--- src/rtl/fpga_receiver_pkg.sv ---
// Shared definitions for the FPGA-to-FPGA link receiver:
// FSM state encoding and default frame/timeout sizing.
package fpga_receiver_pkg;

  localparam int DEF_DATA_WIDTH     = 8;
  localparam int DEF_TIMEOUT_CYCLES = 1024;

  localparam logic [2:0] S_IDLE        = 3'd0;
  localparam logic [2:0] S_START_ACK   = 3'd1;
  localparam logic [2:0] S_WAIT_BIT    = 3'd2;
  localparam logic [2:0] S_BIT_ACK     = 3'd3;
  localparam logic [2:0] S_WAIT_FINISH = 3'd4;
  localparam logic [2:0] S_FINISH_ACK  = 3'd5;
  localparam logic [2:0] S_DONE        = 3'd6;

endpackage

--- src/rtl/fpga_rx_sync.sv ---
// Two-flop synchronizer for one peer-board input line,
// cleared by the asynchronous active-high reset.
module fpga_rx_sync (
  input  logic i_clk,
  input  logic i_rst,
  input  logic i_d,
  output logic o_q
);

  logic r_meta;
  logic r_sync;

  always_ff @(posedge i_clk or posedge i_rst) begin
    if (i_rst) begin
      r_meta <= 1'b0;
      r_sync <= 1'b0;
    end else begin
      r_meta <= i_d;
      r_sync <= r_meta;
    end
  end

  assign o_q = r_sync;

endmodule

--- src/rtl/fpga_receiver.sv ---
// Receive side of the inter-board serial link (LSB-first, per-phase ack).
// Define FPGA_RX_SYNC_EN to pass the peer lines through 2-flop synchronizers.
module fpga_receiver
  import fpga_receiver_pkg::*;
#(
  parameter int DATA_WIDTH     = DEF_DATA_WIDTH,
  parameter int TIMEOUT_CYCLES = DEF_TIMEOUT_CYCLES
) (
  input  logic                  clk,
  input  logic                  reset,
  input  logic                  sendFromOther,
  input  logic                  finishFromOther,
  input  logic                  dataFromOther,
  output logic                  acknowledge,
  output logic [DATA_WIDTH-1:0] dataOut,
  output logic                  received,
  output logic                  busy,
  output logic                  error
);

  localparam int CW = $clog2(DATA_WIDTH + 1);
  localparam int WW = $clog2(TIMEOUT_CYCLES);
  localparam logic [CW-1:0] LP_FULL    = CW'(DATA_WIDTH);
  localparam logic [WW-1:0] LP_WD_INIT = WW'(TIMEOUT_CYCLES - 1);

  logic w_send;
  logic w_finish;
  logic w_data;

`ifdef FPGA_RX_SYNC_EN
  fpga_rx_sync u_sync_send (
    .i_clk (clk),
    .i_rst (reset),
    .i_d   (sendFromOther),
    .o_q   (w_send)
  );
  fpga_rx_sync u_sync_finish (
    .i_clk (clk),
    .i_rst (reset),
    .i_d   (finishFromOther),
    .o_q   (w_finish)
  );
  fpga_rx_sync u_sync_data (
    .i_clk (clk),
    .i_rst (reset),
    .i_d   (dataFromOther),
    .o_q   (w_data)
  );
`else
  assign w_send   = sendFromOther;
  assign w_finish = finishFromOther;
  assign w_data   = dataFromOther;
`endif

  logic [2:0]            r_state;
  logic [2:0]            w_next;
  logic                  w_err;
  logic                  r_send_q;
  logic                  w_rise;
  logic                  r_error;
  logic [CW-1:0]         r_count;
  logic [DATA_WIDTH-1:0] r_shift;
  logic [DATA_WIDTH-1:0] r_dout;
  logic [WW-1:0]         r_wdog;
  logic                  w_wd_zero;

  assign w_rise    = w_send & ~r_send_q;
  assign w_wd_zero = (r_wdog == '0);

  always_ff @(posedge clk or posedge reset) begin
    if (reset) r_state <= S_IDLE;
    else       r_state <= w_next;
  end

  // finish beats a simultaneous rise; the watchdog only fires when nothing else happens
  always_comb begin
    w_next = r_state;
    w_err  = 1'b0;
    case (r_state)
      S_IDLE: begin
        if (w_rise) w_next = S_START_ACK;
      end
      S_START_ACK: w_next = S_WAIT_BIT;
      S_WAIT_BIT: begin
        if (w_finish) begin
          w_err  = 1'b1;
          w_next = S_IDLE;
        end else if (w_rise) begin
          w_next = S_BIT_ACK;
        end else if (w_wd_zero) begin
          w_err  = 1'b1;
          w_next = S_IDLE;
        end
      end
      S_BIT_ACK: begin
        if (r_count == LP_FULL) w_next = S_WAIT_FINISH;
        else                    w_next = S_WAIT_BIT;
      end
      S_WAIT_FINISH: begin
        if (w_finish) begin
          w_next = S_FINISH_ACK;
        end else if (w_rise || w_wd_zero) begin
          w_err  = 1'b1;
          w_next = S_IDLE;
        end
      end
      S_FINISH_ACK: w_next = S_DONE;
      S_DONE:       w_next = S_IDLE;
      default:      w_next = S_IDLE;
    endcase
  end

  always_comb begin
    acknowledge = (r_state == S_START_ACK) ||
                  (r_state == S_BIT_ACK) ||
                  (r_state == S_FINISH_ACK);
    received    = (r_state == S_DONE);
    busy        = (r_state != S_IDLE);
    error       = r_error;
    dataOut     = r_dout;
  end

  always_ff @(posedge clk or posedge reset) begin
    if (reset) begin
      r_send_q <= 1'b0;
      r_error  <= 1'b0;
      r_count  <= '0;
      r_shift  <= '0;
      r_dout   <= '0;
      r_wdog   <= LP_WD_INIT;
    end else begin
      r_send_q <= w_send;
      r_error  <= w_err;
      if (r_state == S_START_ACK) begin
        r_count <= '0;
        r_shift <= '0;
      end else if (r_state == S_WAIT_BIT && w_next == S_BIT_ACK) begin
        r_shift <= {w_data, r_shift[DATA_WIDTH-1:1]};
        r_count <= r_count + CW'(1);
      end
      if (r_state == S_FINISH_ACK) r_dout <= r_shift;
      if (w_next != r_state) begin
        r_wdog <= LP_WD_INIT;
      end else if ((r_state == S_WAIT_BIT || r_state == S_WAIT_FINISH) &&
                   !w_wd_zero) begin
        r_wdog <= r_wdog - WW'(1);
      end
    end
  end

endmodule
--- config.mk ---
export PLATFORM = sky130hd
export DESIGN_NAME = fpga_receiver
export DESIGN_NICKNAME = d
export VERILOG_FILES = /design/src/rtl/fpga_receiver_pkg.sv /design/src/rtl/fpga_rx_sync.sv /design/src/rtl/fpga_receiver.sv
export SDC_FILE = /design/constraint.sdc
export NUM_CORES = 1
export LEC_CHECK = 0
export BUFFER_PORTS_ARGS = -buffer_cell sky130_fd_sc_hd__clkbuf_2
export CAP_MARGIN = 20
export CORE_MARGIN = 3
export CORE_UTILIZATION = 25
export DETAILED_ROUTE_END_ITERATION = 16
export PLACE_DENSITY = 0.43
export SLEW_MARGIN = 20
export SYNTH_ARGS = -nofsm -noshare
export SYNTH_HDL_FRONTEND = slang
export SYNTH_SLANG_ARGS = --single-unit
--- constraint.sdc ---
create_clock -name clk -period 3.4 [get_ports clk]
set_input_delay 0.17 -clock clk [delete_from_list [all_inputs] [get_ports clk]]
set_output_delay 0.17 -clock clk [all_outputs]
set_load 0.01 [all_outputs]
=== After elaboration in Yosys (flattened, before gate mapping) ===
Cells that the tools add are included.

* Register bits: 35
* Input port bits: 5
* Output and inout bits: 12
* Logic and storage cells: 52

* Add/sub/neg operators: 2
* Equality and inequality tests: 9
* Mux-type cells: 20
* Bitwise gates (word level): 2
* Reductions and logical operators: 12

{| class="wikitable"
|+ Operators by type and width
! cell !! number
|-
| $mux 3 || 7
|-
| $mux 10 || 2
|-
| $pmux 3 s6 || 1
|-
| $mux 8 || 2
|-
| $logic_not 10->1 || 1
|-
| $sub 10x1->10 const B || 1
|-
| $eq 3x2->1 const B || 3
|-
| $eq 3x3->1 const B || 3
|-
| $mux 4 || 2
|-
| $mux 1 || 5
|-
| $add 4x1->4 const B || 1
|-
| $eq 4x4->1 const B || 1
|-
| $logic_or 1x1->1 || 4
|-
| $reduce_bool 2->1 || 2
|-
| $eq 3x1->1 const B || 1
|-
| $logic_not 3->1 || 1
|-
| $ne 3x3->1 || 1
|-
| $reduce_bool 3->1 || 1
|-
| $logic_and 1x1->1 || 2
|-
| $pmux 1 s2 || 1
|-
| $and 1x1->1 || 1
|-
| $logic_not 1->1 || 1
|-
| $not 1->1 || 1
|}

=== Depth between registers and ports, before layout ===
* Depth after elaboration: 10
* Gate-level depth with buffers: 7
* Gate-level depth less buffers: 7

=== Worst setup path after synthesis ===
Ideal clock, no wire load.

* Path kind: register -> register
* Start point: register r_wdog[0]
* End point: register r_wdog[6]
* Setup time: 0.104 ns
* Data arrival time: 1.682 ns
* Slack: 1.613 ns
* Cell stages (with the launch flop): 8
* Path buffers: 0
* Period minus slack after synthesis: 1.787 ns
* Cell sequence: dfstp_2 inv_1 ha_1 nor3b_4 nand4b_4 a21boi_2 a211oi_4 o211ai_1

* Cells in the longest elaborated chain, start to end: 7

{| class="wikitable"
|+ Ends and longest elaborated chain
! element !! RTL line !! source
|-
| from (decl) || fpga_receiver.sv:64 || <nowiki>logic [WW-1:0] r_wdog;</nowiki>
|-
| from (signal assigned) || fpga_receiver.sv:146 || <nowiki>r_wdog <= r_wdog - WW'(1);</nowiki>
|-
| $logic_not 10->1 || fpga_receiver.sv:68 || <nowiki>assign w_wd_zero = (r_wdog == '0);</nowiki>
|-
| $mux 3 or $logic_or 1x1->1 (tied branches) || fpga_receiver.sv:90, fpga_receiver.sv:102 ||
|-
| $mux 3, on equally long branches || fpga_receiver.sv:88, fpga_receiver.sv:102 ||
|-
| $mux 3, on equally long branches || fpga_receiver.sv:85, fpga_receiver.sv:100 ||
|-
| $pmux 3 s6 || fpga_receiver.sv:79 || <nowiki>case (r_state)</nowiki>
|-
| $ne 3x3->1 || fpga_receiver.sv:142 || <nowiki>if (w_next != r_state) begin</nowiki>
|-
| $mux 10 or $reduce_bool 2->1 (tied branches) || n/a ||
|}

Parallel ways exist; a longest one is shown, timed or not. The select of a mux whose other input is x is not followed.
A chain may end at the register's enable or synchronous reset.

=== Worst setup path after layout ===
* Start point: register r_wdog[0]
* End point: register r_wdog[8]

The elaborated chain is that of the path after synthesis.

==> impl_metrics.csv <==
group,metric,value,unit
run_status,status,"finished clean",
grt,antenna_found_initial,0,
finish,instances_no_fill,282,
timing,relSlewSlack,0.647,
timing,period_share,0.594,
critical_path,path_cells,"inv_1, ha_1, nor3b_4, nand4b_4, a21boi_2, a211oi_4, o211ai_1",
timing,finalSetupTns,0,ps
floorplan,core-area,6570,sq um
clock_network,cts_buffers,5,
grt,grt_pass1_vias,1248,
floorplan,fp.dieW,89.7,um
clock_network,cts_tree,"built",
finish,syn_to_final_growth,15.3,%
timing,whs,23.7,ps
critical_path,path_class,"flop to flop",
placed_design,dp.final_hpwl,2.27,mm
placed_design,gp_congestion,0.728,
pwr,power_density,420,nW/um^2
route,wire_per_inst,12.0,um
grt,track_usage,0.0888,
clock_network,cts_hold_buffers,1,
clock_network,post_cts_resized,0,
finish,drive_above_1_share,0.307,
timing,drv_slew,0,
timing,skew,6.01,ps
timing,clock.fmax,495,MHz
floorplan,rows,29,
clock_network,clockBufferDepth,2,
clock_network,path_clk_slew,80,ps
route,drc,0,
hold_path,min_path_type,"input port to flop",
pwr,total_power,850,uW
synthesis,syn_area_per_cell,10.4,sq um
synthesis,postSynthCellCount,168,
floorplan,initial_utilization,0.267,
finish,final_net_count,196,
timing,hold_viol_final,0,
synthesis,ys_seq_area_frac,0.507,
synthesis,synth.distinct_cells,44,
placed_design,io_buffer_count,16,
route,vias,1224,
critical_path,crit_start,"r_wdog[0]",
finish,final_cell_mix,"32 x nand2_1, 25 x dfrtp_1, 16 x clkbuf_2, 12 x a21oi_1, 11 x nor2_1",
clock_network,cts.sinks,35,
clock_network,htree_num_levels,2,
grt,grt-ovfl-total,0,
critical_path,path_max_fanout,10,
finish,n_antenna_cell,0,
finish,layout_commonest_cell,"nand2_1",
synthesis,yosys_warnings,0,
timing,finalCriticalPeriod,2020,ps
timing,rsz0062_at_grt,"no",
timing,finalSetupViolations,0,
route,ant_nets,0,
clock_network,clock-root-buffer,"clkbuf_8",
floorplan,pin_count,17,
finish,utilization,0.308,
critical_path,slowest_delay,540,ps
pwr,peakVddDrop,0.192,mV
critical_path,endpoint_kind,"flop",
floorplan,die_h,89.7,um
critical_path,slowest_stage,"dfstp_2",
synthesis,syn_area,1750,sq um
route,drt_iter0_drc,80,
pwr,leakage,0.912,nW
critical_path,cp.required,3580,ps
placed_design,dp.cells,273,
critical_path,setup.worst_path.start_class,"flop",
route,drt-total-wl,3.38,mm
route,vias_per_cell,4.34,
critical_path,arrival,2200,ps
route,first_pass_iters,4,
run,max_cap_viol_count,0,
floorplan,dieArea,8050,sq um
grt,grt_first_pass_wirelength,6.00,mm
critical_path,worstReg2RegStart,"r_wdog[0]",
synthesis,yosys_register_bits,35,
grt,grt_max_degree,36,
synthesis,synth_nets,176,
hold_path,hold_start,"sendFromOther",
timing,worstMarginPinSlew,525,ps
clock_network,clk-insertion-delay-late,280,ps
clock_network,cts_setup_buffers,0,
[registers in the layout (all words and copies together) (netlist names)]
name / flops
dataOut: 8
error: 1
r_count: 4
r_send_q: 1
r_shift: 8
r_state: 3
r_wdog: 10
[through the flow]
stage	cell area (sq um)	setup WS [ps]
6_report	2020	1380
5_1_grt	2020	1230
4_1_cts	2020	1350
3_5_place_dp	1920	1370
3_3_place_gp	1920	1400
2_1_floorplan	1750	1610
[cell usage after synthesis, drive strengths merged]
cell type | count | share of area
a211o | 1 | 0.0050
nand3 | 7 | 0.020
nor4 | 2 | 0.0071
a21boi | 1 | 0.0064
a31o | 1 | 0.0050
xnor2 | 2 | 0.010
nand2b | 3 | 0.016
mux2i | 1 | 0.0057
and3 | 2 | 0.0079
nor2 | 11 | 0.024
o41ai | 2 | 0.010
nand4 | 3 | 0.011
xor2 | 4 | 0.020
and2b | 1 | 0.0050
inv | 6 | 0.013
mux2 | 8 | 0.051
nand2 | 32 | 0.069
clkbuf | 1 | 0.0021
ha | 3 | 0.021
o211ai | 4 | 0.020
or3 | 4 | 0.015
o21ai | 5 | 0.014
nor3b | 2 | 0.015
nand3b | 1 | 0.0064
o31ai | 1 | 0.0043
dfrtp | 25 | 0.36
a21oi | 13 | 0.044
nor3 | 2 | 0.0086
a31oi | 1 | 0.0036
buf | 5 | 0.021
nand4b | 1 | 0.014
nor2b | 1 | 0.0036
and2 | 1 | 0.0036
a211oi | 1 | 0.011
dfstp | 10 | 0.15
[path summary, 6_finish.rpt]
| path | endpoint | slack (ps) | cells after the start |
|---|---|---|---|
| max | r_wdog[8] | 1380 | 7 |
| min | r_send_q | 20 | 1 |
| max reg2reg | r_wdog[8] | 1380 | 7 |
| min in group asynchronous | r_count[3] | 510 | 4 |
| max in group asynchronous | r_wdog[8] | 2550 | 4 |
| min reg2reg | dataOut[5] | 510 | 1 |
[where the power goes]
part           leakage (nW)  total (mW)  switching [mW]  internal [mW]
sequential            0.449       0.455          0.0186          0.436
clock                0.0402       0.304           0.161          0.143
combinational         0.423      0.0914          0.0538         0.0376
[cell families (layout without fill, tap and decap cells)]
| family | Yosys count | count (layout) | share of synthesized area |
|---|---|---|---|
| adders and majority gates | 3 | 3 | 0.0214 |
| xor gates and xnor gates | 6 | 6 | 0.0300 |
| and+or+nand+nor | 73 | 73 | 0.225 |
| buffers and inverters | 12 | 33 | 0.0364 |
| DFF | 35 | 35 | 0.507 |
| AOI/OAI and AO/OA | 30 | 30 | 0.123 |
| muxes | 9 | 9 | 0.0571 |
[worst max-delay path: cells and delay by family, from the launching register on]
family                     cells  cell delay (ps)
AOI/OAI and AO/OA              3              770
DFF                            1              540
and+or+nand+nor                2              330
adders and majority gates      1              220
buffers and inverters          1               60
[layout make-up]
type,instances,area [sq um]
repair buffers,19,105
flip-flops and latches,35,888
inverters,6,22.5
fillers,688,4550
clock buffers,5,68.8
multi-input cells,121,801
clock inverters,3,20.0
well taps,93,116
[metal layers]
layer / vias up / track usage / routed length [um]
met5: - / 0 / 0
met4: 0 / 0.0268 / 25
met3: 4 / 0.0225 / 94
met2: 14 / 0.143 / 1580
met1: 589 / 0.118 / 1680
li1: 617 / - / -
No activity file was read; power rests on OpenSTA's default activity.
